`src/rtl/rbm_vote_argmax.sv`:
```
// Host-side driver for the RBM classifier: latches a sample, runs the classifier,
// then reduces the captured per-class vote counters to a label with a serial arg-max.
module rbm_vote_argmax #(
    parameter int bitlength      = 12,
    parameter int input_dim      = 784,
    parameter int output_dim     = 10,
    parameter int label_width    = 4,
    parameter int timeout_cycles = 0
) (
    input  logic                            clock,
    input  logic                            reset,
    input  logic                            sample_valid,
    output logic                            sample_ready,
    input  logic [input_dim-1:0]            sample_data,
    output logic                            rbm_reset,
    output logic                            rbm_data_valid,
    output logic [input_dim-1:0]            rbm_data,
    input  logic                            rbm_finish,
    input  logic [output_dim*bitlength-1:0] rbm_votes,
    output logic                            label_valid,
    input  logic                            label_ready,
    output logic [label_width-1:0]          label,
    output logic [bitlength-1:0]            max_votes,
    output logic                            label_tie,
    output logic                            label_error
);

    typedef enum logic [2:0] {IDLE, LAUNCH, WAIT, SCAN, HOLD} state_t;

    localparam logic [label_width-1:0] LAST = label_width'(output_dim - 1);
    localparam logic [31:0]            TMO  = 32'(timeout_cycles);

    typedef logic [output_dim-1:0][bitlength-1:0] votes_t;

    state_t                 state_q, state_d;
    logic                   sample_ready_q, sample_ready_d;
    logic                   rbm_reset_q, rbm_reset_d;
    logic                   rbm_dv_q, rbm_dv_d;
    logic [input_dim-1:0]   rbm_data_q, rbm_data_d;
    votes_t                 votes_q, votes_d;
    logic [label_width-1:0] idx_q, idx_d;
    logic [31:0]            tmo_q, tmo_d;
    logic [label_width-1:0] best_idx_q, best_idx_d;
    logic [bitlength-1:0]   best_val_q, best_val_d;
    logic                   tie_q, tie_d;
    logic                   label_valid_q, label_valid_d;
    logic [label_width-1:0] label_q, label_d;
    logic [bitlength-1:0]   max_votes_q, max_votes_d;
    logic                   label_tie_q, label_tie_d;
    logic                   label_error_q, label_error_d;

    logic [bitlength-1:0]   cur_v;
    logic [label_width-1:0] nb_idx;
    logic [bitlength-1:0]   nb_val;
    logic                   nb_tie;

    // One arg-max step: equal votes keep the lower index and flag a tie.
    always_comb begin
        cur_v  = votes_q[idx_q];
        nb_idx = best_idx_q;
        nb_val = best_val_q;
        nb_tie = tie_q;
        if (idx_q == '0) begin
            nb_idx = '0;
            nb_val = cur_v;
            nb_tie = 1'b0;
        end else if (cur_v > best_val_q) begin
            nb_idx = idx_q;
            nb_val = cur_v;
            nb_tie = 1'b0;
        end else if (cur_v == best_val_q) begin
            nb_tie = 1'b1;
        end
    end

    always_comb begin
        state_d       = state_q;
        rbm_data_d    = rbm_data_q;
        votes_d       = votes_q;
        idx_d         = idx_q;
        tmo_d         = tmo_q;
        best_idx_d    = best_idx_q;
        best_val_d    = best_val_q;
        tie_d         = tie_q;
        label_valid_d = label_valid_q;
        label_d       = label_q;
        max_votes_d   = max_votes_q;
        label_tie_d   = label_tie_q;
        label_error_d = label_error_q;
        unique case (state_q)
            IDLE: begin
                if (sample_valid && sample_ready_q) begin
                    rbm_data_d = sample_data;
                    state_d    = LAUNCH;
                end
            end
            LAUNCH: begin
                tmo_d   = '0;
                state_d = WAIT;
            end
            WAIT: begin
                tmo_d = tmo_q + 32'd1;
                if (rbm_finish) begin
                    votes_d = rbm_votes;
                    idx_d   = '0;
                    state_d = SCAN;
                end else if (TMO != '0 && tmo_q == TMO) begin
                    label_d       = '0;
                    max_votes_d   = '0;
                    label_tie_d   = 1'b0;
                    label_error_d = 1'b1;
                    label_valid_d = 1'b1;
                    state_d       = HOLD;
                end
            end
            SCAN: begin
                best_idx_d = nb_idx;
                best_val_d = nb_val;
                tie_d      = nb_tie;
                idx_d      = idx_q + 1'b1;
                if (idx_q == LAST) begin
                    label_d       = nb_idx;
                    max_votes_d   = nb_val;
                    label_tie_d   = nb_tie;
                    label_valid_d = 1'b1;
                    state_d       = HOLD;
                end
            end
            HOLD: begin
                if (label_valid_q && label_ready) begin
                    label_valid_d = 1'b0;
                    label_error_d = 1'b0;
                    state_d       = IDLE;
                end
            end
            default: state_d = IDLE;
        endcase
        // Handshake/control outputs follow the state being entered.
        sample_ready_d = (state_d == IDLE);
        rbm_reset_d    = (state_d != WAIT);
        rbm_dv_d       = (state_d == WAIT);
    end

    always_ff @(posedge clock or negedge reset) begin
        if (!reset) begin
            state_q        <= IDLE;
            sample_ready_q <= 1'b0;
            rbm_reset_q    <= 1'b1;
            rbm_dv_q       <= 1'b0;
            rbm_data_q     <= '0;
            votes_q        <= '0;
            idx_q          <= '0;
            tmo_q          <= '0;
            best_idx_q     <= '0;
            best_val_q     <= '0;
            tie_q          <= 1'b0;
            label_valid_q  <= 1'b0;
            label_q        <= '0;
            max_votes_q    <= '0;
            label_tie_q    <= 1'b0;
            label_error_q  <= 1'b0;
        end else begin
            state_q        <= state_d;
            sample_ready_q <= sample_ready_d;
            rbm_reset_q    <= rbm_reset_d;
            rbm_dv_q       <= rbm_dv_d;
            rbm_data_q     <= rbm_data_d;
            votes_q        <= votes_d;
            idx_q          <= idx_d;
            tmo_q          <= tmo_d;
            best_idx_q     <= best_idx_d;
            best_val_q     <= best_val_d;
            tie_q          <= tie_d;
            label_valid_q  <= label_valid_d;
            label_q        <= label_d;
            max_votes_q    <= max_votes_d;
            label_tie_q    <= label_tie_d;
            label_error_q  <= label_error_d;
        end
    end

    assign sample_ready   = sample_ready_q;
    assign rbm_reset      = rbm_reset_q;
    assign rbm_data_valid = rbm_dv_q;
    assign rbm_data       = rbm_data_q;
    assign label_valid    = label_valid_q;
    assign label          = label_q;
    assign max_votes      = max_votes_q;
    assign label_tie      = label_tie_q;
    assign label_error    = label_error_q;

endmodule

```
`config.mk`:
```
export PLATFORM = sky130hd
export DESIGN_NAME = rbm_vote_argmax
export DESIGN_NICKNAME = d
export VERILOG_FILES = /design/src/rtl/rbm_vote_argmax.sv
export SDC_FILE = /design/constraint.sdc
export NUM_CORES = 1
export LEC_CHECK = 0
export CAP_MARGIN = 10
export CORE_AREA = 3 3 668 670
export CTS_CLUSTER_SIZE = 14
export DETAILED_ROUTE_END_ITERATION = 6
export DIE_AREA = 0 0 671 673
export GPL_ROUTABILITY_DRIVEN = 0
export GPL_TIMING_DRIVEN = 0
export SYNTH_ARGS = -nofsm -noshare
export SYNTH_HDL_FRONTEND = slang
export SYNTH_SLANG_ARGS = --single-unit
```
`constraint.sdc`:
```
create_clock -name clock -period 4.69 [get_ports clock]
set_clock_uncertainty 0.05 [all_clocks]
set_input_delay 0.469 -clock clock [delete_from_list [all_inputs] [get_ports clock]]
set_output_delay 0.469 -clock clock [all_outputs]
set_load 0.005 [all_outputs]
```
### Word-level counts from Yosys, hierarchy flattened

Cells that the tools add are included.

* input bits: 909
* output and inout port bits: 806
* register bits: 949
* word-level logic and storage cells: 68

* equal/unequal tests: 11
* add/sub/neg operators: 1
* reduce and logical (&&, ||, !) cells: 12
* multiplexer cells: 19
* magnitude comparators: 2

Operators with widths (number)
* 12-bit binary-select mux with 4-bit select: 1
* 12-bit two-way mux: 3
* 3-bit one-hot mux with 5 select lines: 1
* 12-bit == test: 1
* 12-bit > comparator: 1
* 3-bit two-way mux: 4
* 4-bit two-way mux: 3
* 3-bit by 2-bit == test with 1-bit output, second input constant: 3
* 4-bit one-hot mux with 2 select lines: 1
* 2-bit AND reduction: 4
* 3-bit zero test: 2
* 2-bit != test, second input constant: 3
* 4-bit by 5-bit less-than comparator with 1-bit output, second input constant: 1
* 1-bit two-way mux: 5
* 4-bit by 1-bit adder with 4-bit output, second input constant: 1
* 4-bit == test, second input constant: 1
* 4-bit zero test: 1
* 2-bit nonzero test: 2
* 3-bit by 1-bit == test with 1-bit output, second input constant: 1
* 3-bit == test, second input constant: 1
* 3-bit by 2-bit != test with 1-bit output, second input constant: 1
* 3-bit AND reduction: 1
* 1-bit logical AND: 2
* 1-bit one-hot mux with 2 select lines: 1

### Longest topological paths before layout

* depth in word-level cells: 6
* gate-level depth with buffers: 17

### Worst setup path before layout

OpenSTA, ideal clock, no wires.

* path kind: reg2reg
* start point: register idx_q[0]
* end point: register best_val_q[10]
* library setup time: 0.125 ns
* path slack: 1.339 ns
* arrival time: 3.176 ns
* cell stages (with the launch flop): 14
* cells stage by stage: dfrtp_1 > buf_2 > buf_6 > mux4_2 > a21oi_1 > o21ai_1 > ha_1 > a211o_1 > a21oi_2 > o211ai_1 > o21a_2 > o21ai_4 > buf_12 > mux2_4

* cells in the longest elaborated chain, start to end: 5
* elaborated cells between the ends (all ways): 6

Ends and longest elaborated chain
* from (decl): line 41 `logic [label_width-1:0] idx_q, idx_d;`
* from (signal assigned): line 169 `idx_q <= idx_d;`
* 12-bit binary-select mux with 4-bit select: line 59 `cur_v = votes_q[idx_q];`
* 12-bit two-way mux (not written as such): line 59
* 12-bit > comparator: line 67 `end else if (cur_v > best_val_q) begin`
* 12-bit two-way mux: line 67
* 12-bit two-way mux *: line 63 `if (idx_q == '0) begin`
* to (signal assigned): line 172 `best_val_q <= best_val_d;`
* to (decl): line 44 `logic [bitlength-1:0] best_val_q, best_val_d;`

Mark *: on every way between the ends. The rest lies on a longest branch, timed or not. The select of a mux whose other input is x is not followed.
A chain may end at the register's enable or synchronous reset.

### Worst setup path in the final report

* start point: register idx_q[3]
* end point: register best_val_q[6]

The elaborated chain is that of the path after synthesis.

==> flow_metrics.tcl <==
set metrics [dict create \
    die_x_um 671 \
    multi_input_area_um2 12100 \
    tritoncts "done" \
    htree_levels 4 \
    clk_pin_slew_ns 0.06 \
    critPathKind "reg2reg" \
    tightestPinTransition_ns 1.05 \
    area_growth_syn_to_layout_pct 80.9 \
    worst_r2r_endpoint "best_val_q[6]$_DFFE_PN0P_" \
    dp_hpwl_mm 331 \
    grt_pass1_wl_mm 434 \
    end_kind "register" \
    ff2ff_setup_slack_ns 0.41 \
    track_usage 0.157 \
    async_flop_share 1.00 \
    hold_violations 0 \
    path_cells "buf_4 -> clkbuf_1 -> mux4_2 -> a21oi_1 -> o21ai_1 -> ha_1 -> a211o_1 -> a21oi_2 -> o211ai_1 -> o21a_2 -> o21ai_4 -> buf_12 -> mux2_4" \
    die_y_um 673 \
    netlist_top_cells_count "dfrtp_1, mux2_2, buf_2, nand2_1, mux2i_1" \
    synth_fp_nets 3145 \
    required_ns 5.34 \
    antenna_found_initial 451 \
    num_vias 29900 \
    yosysWarnings 0 \
    synth_top_area_cell "dfrtp_1" \
    grt_overflow 0 \
    grt_pass1_vias 29200 \
    cpPeakStageDelay_ns 0.60 \
    cp-endpoint "best_val_q[6]$_DFFE_PN0P_" \
    ff2ff_path_depth 13 \
    irDropWorstVdd_mv 0.362 \
    clockBufferDepth 4 \
    avgSynthCellArea_um2 16.5 \
    fillers 48900 \
    max_freq_mhz 234 \
    seqCellArea_um2 23700 \
    max_slew_margin 0.301 \
    path_max_fanout 10 \
    synth.cell_area_um2 36600 \
    cp_slowest_cell "clkbuf_1" \
    synth_edf_count 0 \
    timing.setup.tns_ns 0 \
    setup_viol 0 \
    drc 0 \
    instances_no_fill 10200 \
    rsz0062_at_grt "false" \
    worst_setup_path_start_kind "register" \
    synth_top_area_share 0.648 \
    finalWirelength_mm 368 \
    wl_per_cell_um 36.1 \
    outcome "finished clean" \
    numCtsBuffers 137 \
    dr.pass1.iters 5 \
    drive_above_1_share 0.308 \
    startpoint "idx_q[3]$_DFFE_PN0P_" \
    period_share 0.912 \
    slew_viol_final 0 \
    dieArea_um2 452000 \
    cts-root-buf "clkbuf_16" \
    synth.most_common_cell "dfrtp_1" \
    rr_startpoint "idx_q[3]$_DFFE_PN0P_" \
    fin_crit_ns 4.28 \
    seq_area_frac_synth 0.649 \
    drt_iter0_drc 1830 \
    ys_types 43 \
    synth_area_leaders "dfrtp_1, mux2_2, mux4_2, buf_2, mux2i_1" \
    grt_max_degree 146 \
    dp_cells 9854 \
    synth_cells 2221 \
    core_um2 441000 \
    row_count 244 \
    clock_sinks 949 \
    hold_path_class "in2async" \
    power-per-cell-area_nw_per_um2 697 \
    port-buffer-count 1713 \
    cts_resized 0 \
    cp.arrival_ns 4.93 \
    cap_violations 0 \
    initial_utilization 0.0830 \
    nets 5014 \
    io_pins 1715 \
    vias_per_cell 2.94 \
    insertion_delay_ns 0.81 \
    p_leak_uw 0.0259 \
    ys.flop_type "dfrtp_1" \
    ys_seq_elements 949 \
    drtAntennaViolNets 0 \
]
## per-stage QoR
step | cell area [um2] | hold WS (ns) | utilization | total power (uW) | setup slack [ns]
3_3_place_gp | 61100 | 0.423 | 0.139 | 36300 | -45.08
4_1_cts | 66000 | 0.0570 | 0.150 | 47700 | 0.350
6_report | 66200 | 0.144 | 0.150 | 46200 | 0.412
5_1_grt | 66100 | 0.111 | 0.150 | 48500 | 0.177
3_5_place_dp | 61500 | 0.411 | 0.139 | 36500 | 0.368
2_1_floorplan | 36600 | 0.123 | - | 20000 | 1.34
## state kept, by name, indices dropped and copies added (netlist names), 3 cells and up
register,flops
best_idx_q,4
best_val_q,12
idx_q,4
label,4
max_votes,12
rbm_data,784
state_q,3
votes_q,120
## final cells by class
class                   instances  share of cell area
diodes                         92             0.00348
well taps                    5904               0.112
repair buffers               1730               0.265
clock buffers                 182              0.0566
flip-flops and latches        949               0.359
inverters                      15            0.000850
clock inverters                64              0.0109
multi-input cells            1133               0.183
plain buffers                 124             0.00979
## layout by cell type, fill, tap and decap left out, types with 3 or more instances in the layout
cell type	n
nor3_1	3
buf_12	11
diode_2	92
ha_1	15
buf_4	6
clkbuf_16	137
buf_16	7
o21ai_1	10
mux2i_1	26
mux2_2	910
nand3_1	3
clkbuf_1	41
mux4_2	24
o21ai_0	24
nor2_1	21
clkbuf_8	15
mux2_4	6
clkinvlp_4	12
nand2_1	29
clkinv_4	10
inv_6	14
nand3b_1	12
clkinv_2	14
inv_1	15
nand4_1	3
clkdlybuf4s50_1	1711
a21oi_1	19
nor2b_1	3
dfrtp_1	948
bufinv_16	8
buf_2	103
## how the worst min path moves through the flow
stage	slack [ns]	to	from	depth (start not counted)
4_1_cts	0.06	rbm_data[165]$_DFFE_PN0P_	sample_data[165]	2
6_report	0.14	rbm_data[110]$_DFFE_PN0P_	reset	2
5_1_grt	0.11	rbm_data[169]$_DFFE_PN0P_	sample_data[169]	2
3_5_place_dp	0.41	rbm_data[110]$_DFFE_PN0P_	reset	1
2_1_floorplan	0.12	best_idx_q[0]$_DFFE_PN0P_	reset	0
3_3_place_gp	0.42	max_votes[10]$_DFFE_PN0P_	max_votes[10]$_DFFE_PN0P_	2
## worst max-delay path: cells and delay by family, from the launching register on
family,cells,cell delay (ns)
fa+ha+maj,1,0.33
mux,2,0.83
buf+inv,3,1.06
compound gates,7,1.50
flops,1,0.37
## what timing repair did
action | 4_1_cts | 5_1_grt
hold endpoints to repair | 125 | 0
endpoints found under the setup margin | 0 | 0
buffers inserted | 0 | 0
hold buffers | 1 | 0
## report_power, final
part / internal (uW) / leakage (uW) / switching, uW
Combinational: 10400 / 0.0119 / 10400
Clock: 6150 / 0.00216 / 4500
Sequential: 12100 / 0.0118 / 2550
Total: 28700 / 0.0259 / 17500
## cell families (layout without fill, tap and decap cells)
kind of cell,Yosys count,count (layout),synth area share
muxes,966,966,0.304
adders and majority gates,15,15,0.00513
DFF,949,949,0.649
and+or+nand+nor,84,84,0.0114
other,1,93,0.000102
buffers and inverters,139,2115,0.0192
xor gates and xnor gates,1,1,0.000239
AOI/OAI and AO/OA,66,66,0.0106
## routing by layer
layer  global-route usage  share of wire  vias to the layer above
met4               0.0513          0.043                      318
met2                0.256           0.46                     1877
li1                     -              -                    11900
met3                0.113           0.15                      902
met1                0.157           0.34                    15000
met5              0.00495         0.0065                        -
(Power assumes the default switching activity.)
